==> config.mk <==
export PLATFORM = sky130hd
export DESIGN_NAME = fft_sequencer
export DESIGN_NICKNAME = d
export VERILOG_FILES = /design/src/rtl/fft_pkg.sv /design/src/rtl/fft_stage_counter.sv /design/src/rtl/fft_sequencer.sv
export SDC_FILE = /design/constraint.sdc
export NUM_CORES = 1
export LEC_CHECK = 0
export BUFFER_PORTS_ARGS = -buffer_cell sky130_fd_sc_hd__buf_2
export CORE_ASPECT_RATIO = 1.25
export CORE_MARGIN = 4
export CORE_UTILIZATION = 49
export CTS_BUF_LIST = sky130_fd_sc_hd__clkbuf_4 sky130_fd_sc_hd__clkbuf_8
export DETAILED_ROUTE_END_ITERATION = 6
export PLACE_DENSITY_LB_ADDON = 0.08
export SYNTH_ARGS = -nofsm -noshare
export SYNTH_HDL_FRONTEND = slang
export SYNTH_SLANG_ARGS = --single-unit
==> constraint.sdc <==
create_clock -name clk -period 1.53 [get_ports clk]
set_input_delay 0.2295 -clock clk [delete_from_list [all_inputs] [get_ports clk]]
set_output_delay 0.2295 -clock clk [all_outputs]
set_load 0.01 [all_outputs]
==> src/rtl/fft_pkg.sv <==
// Shared types and size constants for the FFT control sequencer.
package fft_pkg;

  // Default transform size and the widths derived from it.
  localparam int FFT_LOG2_N = 5;
  localparam int FFT_N      = 1 << FFT_LOG2_N;
  localparam int FFT_HALF_N = FFT_N / 2;
  localparam int CNT_W      = FFT_LOG2_N;
  localparam int ITER_W     = FFT_LOG2_N - 1;
  localparam int STAGE_W    = $clog2(FFT_LOG2_N);

  // Sequencer phase; the encoding is driven straight onto input_mode.
  typedef enum logic [1:0] {
    MODE_IDLE    = 2'b00,
    MODE_LOAD    = 2'b01,
    MODE_COMPUTE = 2'b10,
    MODE_UNLOAD  = 2'b11
  } mode_e;

endpackage

==> src/rtl/fft_stage_counter.sv <==
// Nested butterfly / gap / stage counters that pace the COMPUTE phase.
module fft_stage_counter #(
  parameter int LOG2_N    = 5,
  parameter int STAGE_GAP = 2
) (
  input  logic                        clk,
  input  logic                        nrst,
  input  logic                        clr,
  input  logic                        start,
  input  logic                        en,
  output logic [LOG2_N-2:0]           iteration_count,
  output logic [$clog2(LOG2_N)-1:0]   stage_count,
  output logic                        bfly_en,
  output logic                        compute_done
);

  localparam int ITER_W  = LOG2_N - 1;
  localparam int STAGE_W = $clog2(LOG2_N);
  localparam int HALF_N  = 1 << (LOG2_N - 1);
  localparam int GAP_W   = (STAGE_GAP > 1) ? $clog2(STAGE_GAP) : 1;

  logic [GAP_W-1:0]   gap_count;
  logic               in_gap;
  logic [ITER_W-1:0]  iter_next;
  logic [STAGE_W-1:0] stage_next;
  logic [GAP_W-1:0]   gap_next;
  logic               in_gap_next;
  logic               bfly_next;
  logic               iter_last;
  logic               gap_last;
  logic               stage_last;
  logic               stage_end;

  assign iter_last  = (iteration_count == ITER_W'(HALF_N - 1));
  assign gap_last   = in_gap && (gap_count == GAP_W'(STAGE_GAP - 1));
  assign stage_last = (stage_count == STAGE_W'(LOG2_N - 1));
  // With no gap the stage ends on its last butterfly, otherwise on the last gap cycle.
  assign stage_end    = en && ((STAGE_GAP == 0) ? (!in_gap && iter_last) : gap_last);
  assign compute_done = stage_end && stage_last;

  // Next-value logic: clear beats start, start beats advance.
  always_comb begin
    iter_next   = iteration_count;
    stage_next  = stage_count;
    gap_next    = gap_count;
    in_gap_next = in_gap;
    bfly_next   = bfly_en;
    if (clr) begin
      iter_next   = ITER_W'(0);
      stage_next  = STAGE_W'(0);
      gap_next    = GAP_W'(0);
      in_gap_next = 1'b0;
      bfly_next   = 1'b0;
    end else if (start) begin
      iter_next   = ITER_W'(0);
      stage_next  = STAGE_W'(0);
      gap_next    = GAP_W'(0);
      in_gap_next = 1'b0;
      bfly_next   = 1'b1;
    end else if (en) begin
      if (compute_done) begin
        iter_next   = ITER_W'(0);
        stage_next  = STAGE_W'(0);
        gap_next    = GAP_W'(0);
        in_gap_next = 1'b0;
        bfly_next   = 1'b0;
      end else if (stage_end) begin
        iter_next   = ITER_W'(0);
        stage_next  = stage_count + STAGE_W'(1);
        gap_next    = GAP_W'(0);
        in_gap_next = 1'b0;
        bfly_next   = 1'b1;
      end else if (in_gap) begin
        gap_next  = gap_count + GAP_W'(1);
        bfly_next = 1'b0;
      end else if (iter_last) begin
        // Last butterfly issued: hold the index and let the pipeline drain.
        gap_next    = GAP_W'(0);
        in_gap_next = 1'b1;
        bfly_next   = 1'b0;
      end else begin
        iter_next = iteration_count + ITER_W'(1);
        bfly_next = 1'b1;
      end
    end else begin
      bfly_next = bfly_en;
    end
  end

  // Counter registers with synchronous active-low reset.
  always_ff @(posedge clk) begin
    if (!nrst) begin
      iteration_count <= ITER_W'(0);
      stage_count     <= STAGE_W'(0);
      gap_count       <= GAP_W'(0);
      in_gap          <= 1'b0;
      bfly_en         <= 1'b0;
    end else begin
      iteration_count <= iter_next;
      stage_count     <= stage_next;
      gap_count       <= gap_next;
      in_gap          <= in_gap_next;
      bfly_en         <= bfly_next;
    end
  end

endmodule

==> src/rtl/fft_sequencer.sv <==
// Frame sequencer: LOAD samples, run all radix-2 stages, UNLOAD results.
module fft_sequencer
  import fft_pkg::*;
#(
  parameter int LOG2_N    = FFT_LOG2_N,
  parameter int STAGE_GAP = 2
) (
  input  logic                        clk,
  input  logic                        nrst,
  input  logic                        start,
  input  logic                        abort,
  input  logic                        sample_valid,
  output logic                        sample_ready,
  input  logic                        out_ready,
  output logic                        out_valid,
  output logic [1:0]                  input_mode,
  output logic [LOG2_N-1:0]           samples_in_count,
  output logic [LOG2_N-1:0]           samples_out_count,
  output logic [LOG2_N-2:0]           iteration_count,
  output logic [$clog2(LOG2_N)-1:0]   stage_count,
  output logic                        bfly_en,
  output logic                        busy,
  output logic                        done
);

  localparam int N    = 1 << LOG2_N;
  localparam int CW   = LOG2_N;

  mode_e          state;
  mode_e          state_next;
  logic [CW-1:0]  in_next;
  logic [CW-1:0]  out_next;
  logic           done_next;
  logic           cnt_start;
  logic           cnt_en;
  logic           compute_done;

  assign input_mode   = state;
  assign sample_ready = (state == MODE_LOAD);
  assign out_valid    = (state == MODE_UNLOAD);
  assign busy         = (state != MODE_IDLE);
  assign cnt_en       = (state == MODE_COMPUTE) && !abort;

  fft_stage_counter #(
    .LOG2_N    (LOG2_N),
    .STAGE_GAP (STAGE_GAP)
  ) u_stage_counter (
    .clk             (clk),
    .nrst            (nrst),
    .clr             (abort),
    .start           (cnt_start),
    .en              (cnt_en),
    .iteration_count (iteration_count),
    .stage_count     (stage_count),
    .bfly_en         (bfly_en),
    .compute_done    (compute_done)
  );

  // Next-state and counter decisions; abort overrides every other input.
  always_comb begin
    state_next = state;
    in_next    = samples_in_count;
    out_next   = samples_out_count;
    done_next  = 1'b0;
    cnt_start  = 1'b0;
    if (abort) begin
      state_next = MODE_IDLE;
      in_next    = CW'(0);
      out_next   = CW'(0);
    end else begin
      case (state)
        MODE_IDLE: begin
          if (start) state_next = MODE_LOAD;
          else       state_next = MODE_IDLE;
        end
        MODE_LOAD: begin
          if (sample_valid) begin
            if (samples_in_count == CW'(N - 1)) begin
              state_next = MODE_COMPUTE;
              in_next    = CW'(0);
              cnt_start  = 1'b1;
            end else begin
              in_next = samples_in_count + CW'(1);
            end
          end else begin
            in_next = samples_in_count;
          end
        end
        MODE_COMPUTE: begin
          if (compute_done) state_next = MODE_UNLOAD;
          else              state_next = MODE_COMPUTE;
        end
        MODE_UNLOAD: begin
          if (out_ready) begin
            if (samples_out_count == CW'(N - 1)) begin
              state_next = MODE_IDLE;
              out_next   = CW'(0);
              done_next  = 1'b1;
            end else begin
              out_next = samples_out_count + CW'(1);
            end
          end else begin
            out_next = samples_out_count;
          end
        end
        default: begin
          state_next = MODE_IDLE;
        end
      endcase
    end
  end

  // State, sample counters and done pulse; reset is synchronous active-low.
  always_ff @(posedge clk) begin
    if (!nrst) begin
      state             <= MODE_IDLE;
      samples_in_count  <= CW'(0);
      samples_out_count <= CW'(0);
      done              <= 1'b0;
    end else begin
      state             <= state_next;
      samples_in_count  <= in_next;
      samples_out_count <= out_next;
      done              <= done_next;
    end
  end

endmodule
== Word level (Yosys, flattened, before mapping) ==
Index checks and enable logic that the tools add are counted.
Operators by class
  reductions and logical operators: 19
  bitwise logic cells: 3
  add/subtract/negate cells: 5
  multiplexer cells: 34
  equality and inequality tests: 13
Operator list (count)
  $mux W1: 21
  $mux W4: 4
  $add A5 B1 Y5 const B: 2
  $eq A5 B5 Y1 const B: 2
  $mux W5: 2
  $mux W2: 4
  $pmux W2 S4: 1
  $reduce_and A2 Y1: 4
  $mux W3: 2
  $ne A3 B3 Y1 const B: 2
  $reduce_bool A2 Y1: 3
  $add A4 B1 Y4 const B: 1
  $eq A2 B2 Y1 const B: 2
  $eq A4 B4 Y1 const B: 1
  $logic_and A1 B1 Y1: 4
  $ne A2 B1 Y1 const B: 2
  $ne A2 B2 Y1 const B: 2
  $reduce_and A4 Y1: 1
  $reduce_bool A4 Y1: 1
  $reduce_or A4 Y1: 1
  $add A3 B1 Y3 const B: 1
  $eq A3 B3 Y1 const B: 1
  $not A1 Y1: 3
  $reduce_and A3 Y1: 1
  6 further kinds: 6
Storage, ports and cells
  input bits: 6
  word-level logic and storage cells: 83
  output and inout port bits: 24
  bits in registers: 23

== Longest topological paths before layout ==
Gate-level depths: netlist of run 1.
  depth after elaboration: 7
  depth in mapped cells: 8
  gate-level depth less buffers: 7

== Modules after synthesis ==
From an unflattened synthesis of run 1, not the netlist that was laid out.
Unflattened totals
  cell total of the unflattened synthesis: 138
  area, all modules: 1231.2 um^2
By module, submodules not included
  fft_sequencer: times used 1, seq. area each 260.2 um^2, area each 719.4 um^2, cells an instance 82
  fft_stage_counter: times used 1, seq. area each 200.2 um^2, area each 511.7 um^2, cells an instance 56

== Least setup slack after synthesis of run 1 ==
Ideal clock, no wire load.
  path type: flip-flop to flip-flop
  start: reg state[1] (netlist: input_mode[1])
  end: reg u_stage_counter.iteration_count[1]
  setup slack: -163 ps
  buffers on the path: 2
  cell stages (with the launch flop): 9
  clock period less this slack: 1693 ps
  arrival: 1623 ps
  data required time: 1460 ps
  library setup time: 70 ps
  cell sequence: dfxtp_1 > inv_1 > ha_1 > and2_1 > clkbuf_1 > a21o_1 > buf_2 > nand2b_1 > a21oi_1
Between the ends
  elaborated cells between the ends (all ways): 13
  classes of those cells: eq/ne (4); mux (4); reduce/logical (5)
RTL lines
  start, declared: RTL line fft_sequencer.sv:29  | mode_e state;
  start signal, assigned: RTL line fft_sequencer.sv:121  | state <= state_next;
  $eq A2 B1 Y1
  net sample_ready: RTL line fft_sequencer.sv:13  | output logic sample_ready,
  $mux W1: RTL line fft_sequencer.sv:71  | case (state)
  $mux W1: RTL line fft_sequencer.sv:66  | if (abort) begin
  $reduce_or A3 Y1 (no line)
  end signal, assigned: RTL line fft_stage_counter.sv:99  | iteration_count <= iter_next;
  end, declared: RTL line fft_stage_counter.sv:11  | output logic [LOG2_N-2:0] iteration_count,
The timed path passes the listed nets, and every way through them passes these cells.
A chain may end at the register's enable or synchronous reset.

== Final worst setup path of run 1 ==
  start: reg samples_out_count[0]
  end: reg samples_out_count[2]
Between the ends
  cells in the longest elaborated chain, start to end: 2
  elaborated cells between the ends (all ways): 3
  classes of those cells: add/sub (1); eq/ne (1); mux (1)
RTL lines
  start, declared: RTL line fft_sequencer.sv:18  | output logic [LOG2_N-1:0] samples_out_count,
  start signal, assigned: RTL line fft_sequencer.sv:123  | samples_out_count <= out_next;
  $add A5 B1 Y5 or $eq A5 B5 Y1 (tied branches): RTL line fft_sequencer.sv:100, fft_sequencer.sv:95
  $mux W5 (*): RTL line fft_sequencer.sv:95  | if (samples_out_count == CW'(N - 1)) begin
Every way passes the cells marked *; elsewhere a longest branch is shown, timed or not.

==> results of run 1 <==
[kinds of logic (layout without fill, tap and decap cells)]
group           after synthesis  in the layout
simple gates                 60             60
compound gates               29             29
flops                        23             23
fa+ha+maj                    13             13
buf+inv                       8             56
xor+xnor                      4              4
mux                           2              2
[worst min path at each step]
stage	startpoint	endpoint	slack, ns
after floorplan	out_ready	done	0.37
after global placement	u_stage_counter.stage_count[2]	u_stage_counter.stage_count[2]	0.48
after detailed placement	samples_in_count[4]	samples_in_count[4]	0.49
after CTS	out_ready	done	0.19
after global routing	out_ready	done	0.21
final	out_ready	done	0.19
[power groups by stage]
stage,clock network (mW),logic [mW],registers [mW]
2_1_floorplan,0,0.0435,0.619
3_3_place_gp,0,0.0821,0.615
5_1_grt,0.318,0.0985,0.603
6_report,0.284,0.0889,0.602
3_5_place_dp,0,0.0842,0.615
4_1_cts,0.293,0.0866,0.602
[worst register-to-register path: stages (launching register included)]
cell     delay [ns]
dfxtp_4        0.37
ha_4           0.15
and3_4         0.18
ha_4           0.16
or4b_4         0.48
a21oi_2        0.12
[flip-flops by register name, indices dropped and copies added (netlist names)]
| register | flops |
|---|---|
| u_stage_counter.in_gap | 1 |
| u_stage_counter.stage_count | 3 |
| input_mode | 2 |
| u_stage_counter.gap_count | 1 |
| samples_in_count | 5 |
| done | 1 |
| u_stage_counter.bfly_en | 1 |
| u_stage_counter.iteration_count | 4 |
| samples_out_count | 5 |
[per-stage QoR]
step	hold WS (ns)	util, %	setup slack [ns]	TNS [ns]
2_1_floorplan	0.368	-	-0.00320	-0.00320
3_3_place_gp	0.477	69.3	0.0107	0
3_5_place_dp	0.495	69.3	-0.0313	-0.0570
4_1_cts	0.187	71.9	-0.00844	-0.0151
5_1_grt	0.206	74.1	-0.0452	-0.0976
6_report	0.194	74.1	0.0244	0
[layout by cell type (no fill, tap or decap), types with 2 or more instances in the layout]
cell type  count
dfxtp_1       17
nor2_1        14
dfxtp_4        2
nor3b_1        2
ha_4           6
buf_2         29
and3_4         2
o21ai_0        6
buf_4         17
nand2_1       14
dfxtp_2        4
xnor2_1        2
mux2i_1        2
nand4_1        2
ha_1           6
a21oi_1       11
clkbuf_4       3
a31oi_1        4
a21oi_2        2
nand3_1        8
nand2b_1       4
nor3_1         3
o211a_1        2
xor2_1         2
inv_1          4
[cell usage after synthesis (3+ instances only)]
cell type	instances	area share (%)
nor3_1	3	1.2
inv_1	5	1.6
nand2_1	15	4.7
nand2b_1	5	2.6
o21ai_0	6	2.5
a31oi_1	4	2.1
nand3_1	8	3.3
nor2_1	14	4.4
a21oi_1	13	5.4
ha_1	13	14
dfxtp_1	23	38
[metal layers]
layer | share of wire, % | vias to the layer above | track usage (%)
met5 | 0 | - | 0
met4 | 0.61 | 0 | 4.15
met3 | 3.5 | 2 | 2.36
met2 | 49 | 22 | 28.9
met1 | 47 | 542 | 23.3
li1 | - | 587 | -
[cell type report]
cell class | count | area share (%)
clock inverters | 1 | 0.299
repair buffers | 47 | 17.0
flip-flops and latches | 23 | 28.3
well taps | 31 | 2.32
clock buffers | 3 | 1.35
inverters | 5 | 1.12
multi-input cells | 108 | 49.7
[timing repair]
item / 4_1_cts / 5_1_grt
gates resized for setup: 3 / 11
pin swaps: 5 / 4
setup buffers: 2 / 0
setup endpoints to repair: 6 / 18
==> results.py, run 1 <==
metrics = {
    "setup_path": {
        "crit_buf_inv": 0,
        "worstSetupEndpoint": "samples_out_count[2]",
        "cp-start-kind": "flip-flop",
        "cp-startpoint": "samples_out_count[0]",
        "reg2reg_from": "samples_out_count[0]",
        "critPathArrivalTime_ns": 1.77,
        "cp_top_family": "simple AND/OR/NAND/NOR gates",
        "crit_required_ns": 1.79,
        "critPathMaxFanout": 3,
        "cp_slowest_cell": "or4b_4",
        "path_class": "reg -> reg",
        "reg2reg_depth": 5,
        "reg2reg_to": "samples_out_count[2]",
        "reg2reg_slack_ns": 0.02,
        "cp_num_cells": 5,
        "slowest_delay_ns": 0.48,
        "path_cells": "ha_4, and3_4, ha_4, or4b_4, a21oi_2",
        "endpoint_kind": "flip-flop",
        "crit_top_cell": "ha_4",
    },
    "cells_and_area": {
        "instances_no_fill": 218,
        "nFillCells": 174,
        "finalNetCount": 207,
        "seqCellArea_sq_um": 473,
        "n_antenna_cell": 0,
        "syn_to_final_growth_pct": 39.4,
        "final_cell_area_sq_um": 1670,
        "multi_input_area_sq_um": 832,
        "layout-drive-gt1-share_pct": 41.7,
    },
    "yosys": {
        "yosysWarnings": 0,
        "synth-edff-count": 0,
        "synth_nets": 158,
        "synth_top_family_by_area": "simple AND/OR/NAND/NOR gates",
        "synth_cell_types": 33,
        "synth_xor_area_share_pct": 2.92,
        "post_synth_fa_ha_maj_area_fraction_pct": 13.5,
        "avgSynthCellArea_sq_um": 8.64,
        "synth-seq-cells": 23,
        "synthFlopType": "dfxtp_1",
        "synth-compound-area-share_pct": 14.3,
        "netlist_area_sq_um": 1200,
        "netlist_instances": 139,
        "ys_seq_area_share_pct": 38.3,
        "synth-async-reset-ratio_pct": 0,
        "synthSimpleGateAreaFrac_pct": 26.7,
        "synthMuxAreaShare_pct": 1.67,
    },
    "placed_design": {
        "hpwlAfterDp_um": 2070,
        "port_buffers": 29,
        "globalplace.congestion": 0.789,
        "dpl.cell_count": 212,
        "dpl-instance-area_sq_um": 1570,
    },
    "power_and_ir_drop": {
        "combPwrFrac_pct": 9.1,
        "p_switching_uw": 236,
        "swShare_pct": 24.3,
        "cellPowerDensity_nw_per_um2": 582,
        "vdd_ir_drop_max_v": 0.000417,
        "p_leak_nw": 0.752,
        "p_int_uw": 738,
        "seq_power_share_pct": 61.8,
        "clkPwrFrac_pct": 29.1,
        "total_power_uw": 975,
    },
    "global_routing": {
        "grt_antenna_before_repair": 0,
        "overflow": 0,
        "grtUsageTotal_pct": 17.4,
        "grt_first_pass_wirelength_um": 4680,
        "grt_pass1_vias": 1117,
        "grt_max_degree": 14,
    },
    "clocking": {
        "clk_latency_ns": 0.31,
        "path_clk_slew_ns": 0.14,
        "cts_buffers": 3,
        "cts_root_buf": "clkbuf_4",
        "cts.path.max_buffers": 2,
        "postCtsHoldBufs": 0,
        "cts_sinks": 23,
        "cts_max_level": 1,
        "cts_tree": "yes",
    },
    "sta": {
        "drv_slew": 0,
        "finalCriticalPeriod_ns": 1.51,
        "worst_pin_slew_ns": 0.419,
        "finalHoldViolations": 0,
        "finalSetupViolCount": 0,
        "clock_skew_ns": 0.0107,
        "fmax_ghz": 0.664,
        "fin_crit_sh_pct": 98.4,
        "rsz0062_at_grt": "yes",
        "maxSlewHeadroom_pct": 71.9,
    },
    "floorplanning": {
        "die_w_um": 52.3,
        "start_util_pct": 53.2,
        "rows": 19,
        "coreArea_sq_um": 2260,
        "chipHeight_um": 63.4,
        "dieArea_sq_um": 3310,
        "io_pins": 30,
    },
    "route": {
        "wirelength_um": 2770,
        "drc": 0,
        "drtAntennaViolNets": 0,
        "drtPass1Iterations": 4,
        "dr_total_vias": 1153,
        "via_per_inst": 5.29,
        "detail_route.wl_per_cell_um": 12.7,
        "drt_iter0_markers": 15,
    },
    "run": {
        "max_cap_viol_count": 0,
    },
    "outcome": {
        "run_status": "finished, final reports clean",
    },
    "hold_path": {
        "hp-class": "in -> reg",
        "hold_depth": 3,
    },
}
Power figures use the tool's default switching activity.
==> run 2, diff against run 1 <==
--- a/config.mk
+++ b/config.mk
@@ -11,7 +11,7 @@
 export CORE_UTILIZATION = 49
 export CTS_BUF_LIST = sky130_fd_sc_hd__clkbuf_4 sky130_fd_sc_hd__clkbuf_8
 export DETAILED_ROUTE_END_ITERATION = 6
-export PLACE_DENSITY_LB_ADDON = 0.08
+export PLACE_DENSITY = 0.76
 export SYNTH_ARGS = -nofsm -noshare
 export SYNTH_HDL_FRONTEND = slang
 export SYNTH_SLANG_ARGS = --single-unit
==> run 2 against run 1 <==
The run now ends with setup timing left. Highest routed layer unchanged. Sequential power about the same. Non-clock buffer count is 3 higher. Largest power group unchanged. Sequential cell count did not move. Cell count is 1.4% higher. Sequential share of layout area shrank 0.41 points. Total power hardly changed. Combinational power is 4.3% higher. Clock skew down 0.0051 ns. Global-route usage is 1.4 points higher. Design area up 2.0%. Worst setup slack worse by 0.051 ns. Clock power about the same.
==> results.py, run 2 (synthesized netlist as in run 1, its figures left out) <==
metrics = {
    "cells_and_area": {
        "mostFrequentLayoutCells": "buf_2, buf_4, dfxtp_1",
        "final_util_pct": 75.6,
        "n_antenna_cell": 0,
        "syn_to_final_growth_pct": 42.2,
        "reg_top3": "samples_in_count x5, samples_out_count x5, u_stage_counter.iteration_count x4",
        "final_cell_area_sq_um": 1710,
        "finalNetCount": 210,
        "instances_no_fill": 221,
        "layout-drive-gt1-share_pct": 42.1,
        "nFillCells": 181,
        "mostFrequentLayoutCell": "buf_2",
    },
    "clocking": {
        "cts_buffers": 3,
        "cts_tree": "yes",
        "clk_latency_ns": 0.31,
        "cts_max_level": 1,
        "path_clk_slew_ns": 0.13,
        "cts.path.max_buffers": 2,
        "cts_root_buf": "clkbuf_4",
        "cts_sinks": 23,
        "postCtsHoldBufs": 0,
    },
    "setup_path": {
        "crit_top_cell": "ha_4",
        "path_cells": "ha_4, and3_4, ha_4, or4b_1, a21oi_1",
        "reg2reg_from": "samples_out_count[0]",
        "cp-start-kind": "flip-flop",
        "cp-startpoint": "samples_out_count[0]",
        "path_class": "reg -> reg",
        "reg2reg_depth": 5,
        "reg2reg_slack_ns": -0.03,
        "endpoint_kind": "flip-flop",
        "cp_num_cells": 5,
        "critPathMaxFanout": 4,
        "cp_slowest_cell": "or4b_1",
        "cp_top_family": "simple AND/OR/NAND/NOR gates",
        "crit_buf_inv": 0,
        "worstSetupEndpoint": "samples_out_count[2]",
        "crit_required_ns": 1.78,
        "slowest_delay_ns": 0.49,
        "reg2reg_to": "samples_out_count[2]",
        "critPathArrivalTime_ns": 1.81,
    },
    "sta": {
        "fmax_ghz": 0.643,
        "hold_slack_ns": 0.204,
        "finalSetupViolCount": 1,
        "worst_pin_slew_ns": 0.421,
        "tns_ns": -0.0264,
        "setup_slack_ns": -0.0264,
        "drv_slew": 0,
        "clock_skew_ns": 0.00558,
        "finalHoldViolations": 0,
        "rsz0062_at_grt": "yes",
        "fin_crit_sh_pct": 102,
        "finalCriticalPeriod_ns": 1.56,
        "maxSlewHeadroom_pct": 71.8,
    },
    "placed_design": {
        "hpwlAfterDp_um": 2280,
        "dpl-instance-area_sq_um": 1580,
        "port_buffers": 29,
        "globalplace.congestion": 0.896,
        "dpl.cell_count": 214,
        "pre_cts_ws_ns": -0.0648,
    },
    "route": {
        "detail_route.wl_per_cell_um": 13.5,
        "wirelength_um": 2990,
        "dr_total_vias": 1180,
        "drc": 0,
        "drtPass1Iterations": 6,
        "via_per_inst": 5.34,
        "drt_iter0_markers": 49,
        "drtAntennaViolNets": 0,
    },
    "global_routing": {
        "overflow": 0,
        "grtUsageTotal_pct": 18.9,
        "grt_antenna_before_repair": 0,
        "grt_pass1_vias": 1187,
        "grt_max_degree": 14,
        "grt_first_pass_wirelength_um": 4920,
    },
    "floorplanning": {
        "io_pins": 30,
        "rows": 19,
        "chipHeight_um": 63.4,
        "coreArea_sq_um": 2260,
        "start_util_pct": 53.2,
        "die_w_um": 52.3,
        "dieArea_sq_um": 3310,
    },
    "outcome": {
        "violations": "setup timing",
        "run_status": "complete, but fails checks",
    },
    "power_and_ir_drop": {
        "total_power_uw": 975,
        "vdd_ir_drop_max_v": 0.000622,
        "cellPowerDensity_nw_per_um2": 571,
        "p_leak_nw": 0.770,
    },
    "run": {
        "max_cap_viol_count": 0,
    },
    "hold_path": {
        "hp-class": "in -> reg",
    },
}
-- run 2: worst register-to-register path: stages (launching register included) --
cell and delay [ns]:
dfxtp_4 0.38, ha_4 0.16, and3_4 0.18, ha_4 0.16, or4b_1 0.49, a21oi_1 0.13
-- run 2: routing by layer --
layer / track usage (%) / vias to the layer above / share of wire (%)
met5: 0 / - / 0
met4: 7.35 / 0 / 1.3
met3: 3.07 / 6 / 4.0
met2: 36.2 / 23 / 56
met1: 19.1 / 564 / 38
li1: - / 587 / -
-- run 2: where the power goes --
part           switching [mW]  internal (mW)
clock network           0.184         0.0974
registers             0.00353          0.597
logic                  0.0489         0.0438
-- run 2: worst min path at each step --
stage                                    from                              to  slack, ns  cells past startpoint
2_1_floorplan                       out_ready                            done       0.37                      2
3_3_place_gp   u_stage_counter.stage_count[2]  u_stage_counter.stage_count[2]       0.47                      2
3_5_place_dp   u_stage_counter.stage_count[2]  u_stage_counter.stage_count[2]       0.49                      2
4_1_cts                             out_ready                            done       0.20                      3
5_1_grt                             out_ready                            done       0.21                      3
6_report                            out_ready                            done       0.20                      3
-- run 2: final cells by class --
type,count,area [sq um],area share (%)
clock inverters,1,5.00,0.293
multi-input cells,108,841,49.2
inverters,5,18.8,1.10
flip-flops and latches,23,475,27.8
repair buffers,50,307,17.9
clock buffers,3,22.5,1.32
well taps,31,38.8,2.27
-- run 2: timing repair --
action / CTS / global route
endpoints found under the setup margin: 10 / 9
gates resized for setup: 8 / 8
setup buffers: 1 / 2
pin swaps: 1 / 2
